===== src/rtl/fir_requant.sv =====
// fir_requant: scales 16-bit FIR sums to 8 bits with saturation, behind a small FWFT FIFO.
// Build option: define FIR_REQUANT_ROUND_EN for round-half-up before the shift (default: truncate).
module fir_requant #(
    parameter int DEPTH = 4,
    parameter int CNT_W = 16
) (
    input  logic             clk,
    input  logic             rst,
    input  logic [3:0]       shift_amt,
    input  logic [15:0]      in_data,
    input  logic             in_valid,
    output logic             in_ready,
    output logic [7:0]       out_data,
    output logic             out_valid,
    input  logic             out_ready,
    output logic [CNT_W-1:0] sat_count
);
    localparam int AW = (DEPTH > 1) ? $clog2(DEPTH) : 1;

    logic [16:0]      w_q;
    logic             w_sat;
    logic             w_accept;
    logic             w_write;
    logic             w_read;
    logic [AW+1:0]    w_credit;

    logic             r_s1_valid;
    logic [7:0]       r_s1_data;
    logic             r_s1_sat;
    logic [7:0]       r_mem [DEPTH];
    logic [AW-1:0]    r_wr_ptr;
    logic [AW-1:0]    r_rd_ptr;
    logic [AW:0]      r_count;
    logic [CNT_W-1:0] r_sat_count;

`ifdef FIR_REQUANT_ROUND_EN
    logic [16:0] w_round;

    always_comb begin
        w_round = '0;
        if (shift_amt != 4'd0)
            w_round = 17'd1 << (shift_amt - 4'd1);
    end

    assign w_q = ({1'b0, in_data} + w_round) >> shift_amt;
`else
    assign w_q = {1'b0, in_data} >> shift_amt;
`endif

    assign w_sat = (w_q > 17'd255);

    // The stage-1 sample already owns a FIFO slot, so it is counted against capacity.
    assign w_credit  = {1'b0, r_count} + {{(AW+1){1'b0}}, r_s1_valid};
    assign in_ready  = rst & (w_credit < (AW+2)'(DEPTH));
    assign w_accept  = in_valid & in_ready;
    assign w_write   = r_s1_valid;
    assign out_valid = (r_count != '0);
    assign w_read    = out_valid & out_ready;
    assign out_data  = r_mem[r_rd_ptr];
    assign sat_count = r_sat_count;

    always_ff @(posedge clk or negedge rst) begin
        if (!rst) begin
            r_s1_valid <= 1'b0;
            r_s1_data  <= '0;
            r_s1_sat   <= 1'b0;
        end else begin
            r_s1_valid <= w_accept;
            if (w_accept) begin
                r_s1_data <= w_sat ? 8'hFF : w_q[7:0];
                r_s1_sat  <= w_sat;
            end
        end
    end

    generate
        for (genvar gi = 0; gi < DEPTH; gi++) begin : g_mem
            always_ff @(posedge clk or negedge rst) begin
                if (!rst)
                    r_mem[gi] <= '0;
                else if (w_write && (r_wr_ptr == AW'(gi)))
                    r_mem[gi] <= r_s1_data;
            end
        end
    endgenerate

    always_ff @(posedge clk or negedge rst) begin
        if (!rst) begin
            r_wr_ptr <= '0;
            r_rd_ptr <= '0;
            r_count  <= '0;
        end else begin
            if (w_write)
                r_wr_ptr <= r_wr_ptr + AW'(1);
            if (w_read)
                r_rd_ptr <= r_rd_ptr + AW'(1);
            case ({w_write, w_read})
                2'b10:   r_count <= r_count + (AW+1)'(1);
                2'b01:   r_count <= r_count - (AW+1)'(1);
                default: r_count <= r_count;
            endcase
        end
    end

    // Counter sticks at all-ones rather than wrapping.
    always_ff @(posedge clk or negedge rst) begin
        if (!rst)
            r_sat_count <= '0;
        else if (w_write && r_s1_sat && (r_sat_count != {CNT_W{1'b1}}))
            r_sat_count <= r_sat_count + CNT_W'(1);
    end
endmodule


===== config.mk =====
export PLATFORM = sky130hd
export DESIGN_NAME = fir_requant
export DESIGN_NICKNAME = d
export VERILOG_FILES = /design/src/rtl/fir_requant.sv
export SDC_FILE = /design/constraint.sdc
export NUM_CORES = 1
export LEC_CHECK = 0
export ABC_AREA = 1
export BUFFER_PORTS_ARGS = -buffer_cell sky130_fd_sc_hd__buf_2
export CORE_MARGIN = 2
export CORE_UTILIZATION = 52
export CTS_CLUSTER_SIZE = 8
export DETAILED_ROUTE_END_ITERATION = 8
export GPL_TIMING_DRIVEN = 0
export PLACE_DENSITY = 0.88
export REMOVE_ABC_BUFFERS = 1
export SETUP_SLACK_MARGIN = 0.5
export SYNTH_ARGS = -nofsm -noshare
export SYNTH_HDL_FRONTEND = slang
export SYNTH_SLANG_ARGS = --single-unit

===== constraint.sdc =====
create_clock -name clk -period 1.9 [get_ports clk]
set_clock_uncertainty 0.1 [all_clocks]
set_input_delay 0.38 -clock clk [delete_from_list [all_inputs] [get_ports clk]]
set_output_delay 0.38 -clock clk [all_outputs]
set_load 0.01 [all_outputs]

==> results of run 1 <==
==> flip-flops by register name, summed over array words and instances, names as in the netlist <==
signal,cells
r_wr_ptr,2
r_mem,32
r_count,3
r_s1_data,8
r_rd_ptr,2
sat_count,16
r_s1_sat,1
r_s1_valid,1
==> cells in the mapped netlist (2+ instances only) <==
cell / number
buf_4: 5
o211ai_1: 2
nor2_4: 2
o22ai_1: 8
ha_1: 6
nand2_2: 5
inv_1: 34
o21ai_1: 2
nor2_1: 33
inv_2: 3
nand3_1: 54
clkbuf_1: 9
nand4_1: 2
xnor2_1: 2
a21oi_1: 14
o21bai_1: 3
dfrtp_1: 65
o21ai_0: 63
buf_2: 2
nand2_1: 125
buf_6: 4
nand3_2: 5
xor2_1: 15
nor3_1: 7
==> cells by family (layout without fill, tap and decap cells) <==
logic type | after synthesis | in the layout | share of synthesized area, %
buf+inv | 58 | 176 | 7.35
compound gates | 92 | 92 | 13.1
xor+xnor | 17 | 17 | 4.03
fa+ha+maj | 7 | 7 | 2.57
flops | 65 | 65 | 44.0
simple gates | 239 | 241 | 28.9
==> worst register-to-register path, delay by kind of cell (launching register included) <==
family        cells  cell delay [ps]
simple gates      5             1080
flops             1              430
buf+inv           2              380
==> per-layer routing <==
layer	part of all wire, %	GRT usage (%)	vias up
met4	7.9	19.7	0
li1	-	-	1809
met2	45	51.7	421
met5	0	0	-
met3	11	6.44	111
met1	36	37.1	2018
==> power by group <==
group / internal [uW] / switching, uW / leakage (uW)
logic: 1450 / 1940 / 0.00177
registers: 1910 / 528 / 0.000817
clock network: 714 / 588 / 0.000107
total: 4080 / 3060 / 0.00269
==> what timing repair did <==
item	in CTS	in global routing
endpoints found under the setup margin	91	80
endpoints found under the hold margin	65	65
cloned	2	1
resized for setup	121	107
buffers inserted	46	26
pin swaps	31	20
==> layout make-up <==
cell class	instances	area [um2]
clock inverter	2	35.0
fill	375	1350
inverter	38	176
sequential	65	1640
timing repair buffer	121	1050
tap	96	120
multi-input combinational	357	2290
clock buffer	14	173
timing repair inverter	1	7.51
==> how the worst min path moves through the flow <==
stage,slack [ps],endpoint,depth (start not counted),startpoint
6_report,-100,r_mem[3],1,rst
5_1_grt,-30,r_mem[27],1,rst
4_1_cts,-50,r_mem[22],1,rst
3_5_place_dp,370,r_mem[19],2,r_mem[19]
3_3_place_gp,360,r_mem[14],2,r_mem[14]
2_1_floorplan,-20,r_count[0],0,rst
==> stage by stage <==
step | power [uW] | setup WS, ps | util (%) | hold WS, ps | instances
2_1_floorplan | 3460 | -6.41 | - | -15.6 | 458
3_3_place_gp | 4000 | -850 | 57.6 | 361 | 603
3_5_place_dp | 4140 | -902 | 57.6 | 368 | 603
4_1_cts | 6150 | 19.2 | 71.3 | -54.8 | 667
5_1_grt | 7410 | -205 | 80.3 | -34.6 | 694
6_report | 7130 | -190 | 80.3 | -101 | 694
==> results.py, run 1 <==
metrics = {
    "synthesis": {
        "syn-cell-area_um2": 3690,
        "synth_top_area_cell": "dfrtp_1",
        "synth_cells": 478,
        "yosys-top-cells-area": "dfrtp_1 44%, nand2_1 13%, o21ai_0 8.5%",
        "yosysTopAreaCellShare_pct": 44.0,
        "ys_warn_count": 0,
        "synth.avg_cell_area_um2": 7.73,
        "ys_seq_area_share_pct": 44.0,
        "synth_edf_count": 0,
        "synth_seq_cells": 65,
        "synth_cell_type_count": 32,
        "synth_ff_type": "dfrtp_1",
        "ys_async_sr_fraction_pct": 100,
    },
    "worst_setup_path": {
        "critical_path.cell_chain": "inv_2 -> nor3_4 -> nand4_1 -> nand3_4 -> clkinvlp_4 -> nand2_1 -> nand2_1",
        "cp_top_family": "simple AND/OR/NAND/NOR gates",
        "regToRegSetupSlack_ps": -190,
        "crit_arrival_ps": 2240,
        "r2r_cells": 7,
        "cp-end-kind": "flop",
        "startpoint": "sat_count[8]",
        "crit_cells": 7,
        "rr_startpoint": "sat_count[8]",
        "worstSetupPathType": "flop to flop",
        "cp_slowest_stage_delay_ps": 430,
        "cp_max_fo": 7,
        "crit_end": "sat_count[5]",
        "regToRegEndpoint": "sat_count[5]",
        "cpMaxStageDelayCell": "dfrtp_1",
        "cp.required_ps": 2050,
        "start_kind": "flop",
        "crit_top_cell": "nand2_1",
        "critPathBufInv": 2,
    },
    "clock_tree": {
        "path_clk_slew_ps": 80,
        "clkLatencyLatePin_ps": 360,
        "cts_buffer_depth": 2,
        "cts_sinks": 65,
        "cts_tree": "built",
        "cts_made_buffers": 9,
        "root_buffer": "clkbuf_8",
        "cts-htree-levels": 3,
    },
    "cells_and_area": {
        "finalInstanceArea_um2": 5480,
        "synthToLayoutAreaGrowth_pct": 48.5,
        "fin_nets": 624,
        "drive_above_1_share_pct": 43.3,
        "n_antenna_cell": 0,
        "layout_common_cells": "97 x nand2_1, 60 x dfrtp_1, 49 x nand3_1, 48 x buf_6, 38 x o21ai_0",
        "final_common_cell": "nand2_1",
    },
    "routing": {
        "routed_wl_um": 15000,
        "drt_iter0_drc": 491,
        "wl_per_cell_um": 21.6,
        "detail-route-antenna-nets": 0,
        "drcViolationCount": 0,
        "firstDrtPassIters": 7,
        "num_vias": 4359,
        "vias_per_cell": 6.28,
    },
    "die": {
        "core_um2": 6830,
        "start_util_pct": 54.1,
        "die_y_um": 88.3,
        "die_area_um2": 7790,
        "die_w_um": 88.3,
        "rows": 30,
        "ios": 50,
    },
    "sta": {
        "finalMaxSlewViolations": 0,
        "hold_viol_final": 65,
        "rsz0062_at_grt": "yes",
        "timing.fmax_mhz": 478,
        "finalSetupTns_ps": -2040,
        "maxSlewHeadroom_pct": 59.2,
        "fin_crit_sh_pct": 110,
        "period_minus_slack_ps": 2090,
        "holdWs_ps": -101,
        "worst_pin_slew_ps": 612,
        "setup_ws_ps": -190,
        "setup_viol": 23,
    },
    "status": {
        "status": "complete, but fails checks",
        "violations": "negative hold slack, negative setup slack",
    },
    "worst_hold_path": {
        "hold_class": "input pin to async pin",
    },
    "grt": {
        "grt_overflow": 0,
        "grtUsageTotal_pct": 31.2,
        "grt_pass1_vias": 3729,
        "grt_first_pass_wirelength_um": 18400,
        "grt_antenna_before_repair": 0,
        "grt_start_max_net_pins": 67,
    },
    "pwr": {
        "p_leak_uw": 0.00269,
        "power_density_nw_per_um2": 1300,
        "peakVddDrop_v": 0.000581,
    },
    "placement": {
        "dpl.hpwl_um": 5580,
        "gp_congestion": 0.898,
        "port_buffers": 49,
        "placed_area_um2": 3930,
    },
    "run": {
        "drv_cap": 0,
    },
}
Note: power is estimated with default switching activity, not from simulation.
==> run 2: changes to the inputs <==
--- a/config.mk
+++ b/config.mk
@@ -13,8 +13,9 @@
 export DETAILED_ROUTE_END_ITERATION = 8
 export GPL_TIMING_DRIVEN = 0
 export PLACE_DENSITY = 0.88
+export RECOVER_POWER = 50
 export REMOVE_ABC_BUFFERS = 1
-export SETUP_SLACK_MARGIN = 0.5
+export SETUP_SLACK_MARGIN = 0.02
 export SYNTH_ARGS = -nofsm -noshare
 export SYNTH_HDL_FRONTEND = slang
 export SYNTH_SLANG_ARGS = --single-unit
==> results.py, run 2 (synthesis gave the netlist of run 1 again) <==
metrics = {
    "status": {
        "status": "complete, but fails checks",
        "violations": "negative hold slack, negative setup slack",
    },
    "routing": {
        "routed_wl_um": 9350,
        "drcViolationCount": 0,
        "detail-route-antenna-nets": 0,
        "vias_per_cell": 5.57,
        "num_vias": 3554,
        "firstDrtPassIters": 5,
        "wl_per_cell_um": 14.6,
        "drt_iter0_drc": 335,
    },
    "pwr": {
        "power_switching_uw": 2340,
        "p_seq_share_pct": 38.3,
        "clkPwrFrac_pct": 20.6,
        "switching_share_pct": 39.2,
        "peakVddDrop_v": 0.000526,
        "p_int_uw": 3630,
        "combPwrFrac_pct": 41.1,
        "p_leak_uw": 0.00215,
        "power_density_nw_per_um2": 1360,
    },
    "die": {
        "die_y_um": 88.3,
        "ios": 50,
        "core_um2": 6830,
        "rows": 30,
        "die_w_um": 88.3,
        "start_util_pct": 54.1,
        "die_area_um2": 7790,
    },
    "clock_tree": {
        "cts_buffer_depth": 2,
        "clkLatencyLatePin_ps": 340,
        "cts_tree": "built",
        "root_buffer": "clkbuf_8",
        "cts_made_buffers": 9,
        "cts-htree-levels": 3,
        "cts_sinks": 65,
        "path_clk_slew_ps": 60,
    },
    "worst_setup_path": {
        "regToRegSetupSlack_ps": 50,
        "cp-end-kind": "output pin",
        "cp_max_fo": 5,
        "rr_startpoint": "r_count[0]",
        "cp.required_ps": 1420,
        "worstSetupPathType": "flop to output pin",
        "regToRegEndpoint": "r_count[2]",
        "start_kind": "flop",
        "crit_arrival_ps": 1440,
        "r2r_cells": 9,
    },
    "grt": {
        "grt_overflow": 0,
        "grt_first_pass_wirelength_um": 14200,
        "grt_start_max_net_pins": 67,
        "grtUsageTotal_pct": 23.1,
        "grt_pass1_vias": 3109,
        "grt_antenna_before_repair": 0,
    },
    "placement": {
        "pre_cts_ws_ps": -902,
        "port_buffers": 49,
        "dpl.hpwl_um": 5580,
        "gp_congestion": 0.898,
    },
    "cells_and_area": {
        "fin_nets": 568,
        "fillers": 542,
        "regMostFlops": "r_mem",
        "final_common_cell": "nand2_1",
        "layout_common_cells": "124 x nand2_1, 63 x dfrtp_1, 52 x nand3_1, 52 x o21ai_0, 43 x buf_2",
        "n_antenna_cell": 0,
        "largest_reg_flops": 32,
        "synthToLayoutAreaGrowth_pct": 18.7,
        "seqCellArea_um2": 1630,
        "multiInputGateArea_um2": 1870,
        "drive_above_1_share_pct": 22.1,
    },
    "sta": {
        "period_minus_slack_ps": 1920,
        "setup_ws_ps": -18.1,
        "fin_crit_sh_pct": 101,
        "finalSetupTns_ps": -18.1,
        "rsz0062_at_grt": "yes",
        "maxSlewHeadroom_pct": 59.9,
        "finalMaxSlewViolations": 0,
        "worst_pin_slew_ps": 601,
        "setup_viol": 1,
        "hold_viol_final": 65,
        "timing.fmax_mhz": 521,
        "holdWs_ps": -91.1,
    },
    "run": {
        "drv_cap": 0,
    },
    "worst_hold_path": {
        "hold_class": "input pin to async pin",
    },
}
## run 2: critical path: stages, from the launching register on
cell and delay [ps]:
dfrtp_2 400, clkinvlp_4 150, o21ai_1 250, o22ai_2 140
buf_2 160
## run 2: worst max path at each step
stage,from,endpoint,cells after the start
3_3_place_gp,rst,r_s1_data[3],8
6_report,r_rd_ptr[0],out_data[2],4
5_1_grt,r_rd_ptr[0],out_data[2],4
3_5_place_dp,rst,r_s1_data[3],8
2_1_floorplan,r_count[0],r_count[2],9
4_1_cts,r_rd_ptr[0],out_data[2],5
## run 2: layout make-up
type,count,area share [%]
inverters,38,3.45
multi-input cells,355,42.6
clock inverters,2,0.799
flip-flops and latches,65,37.1
clock buffers,14,3.94
repair buffers,68,9.30
well taps,96,2.74
## run 2: per-stage QoR
| stage | cell area (um2) | hold WS [ps] | cells | utilization [%] | total power [uW] |
|---|---|---|---|---|---|
| after detailed placement | 3930 | 368 | 603 | 57.6 | 4140 |
| after floorplan | 3570 | -15.6 | 458 | - | 3460 |
| after CTS | 4260 | -56.6 | 628 | 62.3 | 5660 |
| final | 4390 | -91.1 | 638 | 64.2 | 5970 |
| after global placement | 3930 | 361 | 603 | 57.6 | 4000 |
| after global routing | 4390 | -24.7 | 638 | 64.2 | 6390 |
## run 2: power by group through the flow
| stage | registers, uW | logic, uW | clock network (uW) |
|---|---|---|---|
| 2_1_floorplan | 2210 | 1250 | 0 |
| 3_3_place_gp | 2280 | 1730 | 0 |
| 3_5_place_dp | 2300 | 1830 | 0 |
| 4_1_cts | 2250 | 2170 | 1230 |
| 5_1_grt | 2340 | 2740 | 1310 |
| 6_report | 2290 | 2450 | 1230 |
## run 2: metal layers
layer	track usage [%]	up-vias	part of all wire [%]
met1	30.6	1658	40
met2	37.5	172	50
met5	0	-	0
met4	9.50	0	3.1
met3	4.57	31	6.1
li1	-	1693	-
## run 2: what timing repair did
item	in CTS	in global routing
setup endpoints to repair	22	24
pin swaps	2	7
gates resized for setup	26	18
buffers inserted	9	10
hold endpoints to repair	65	65
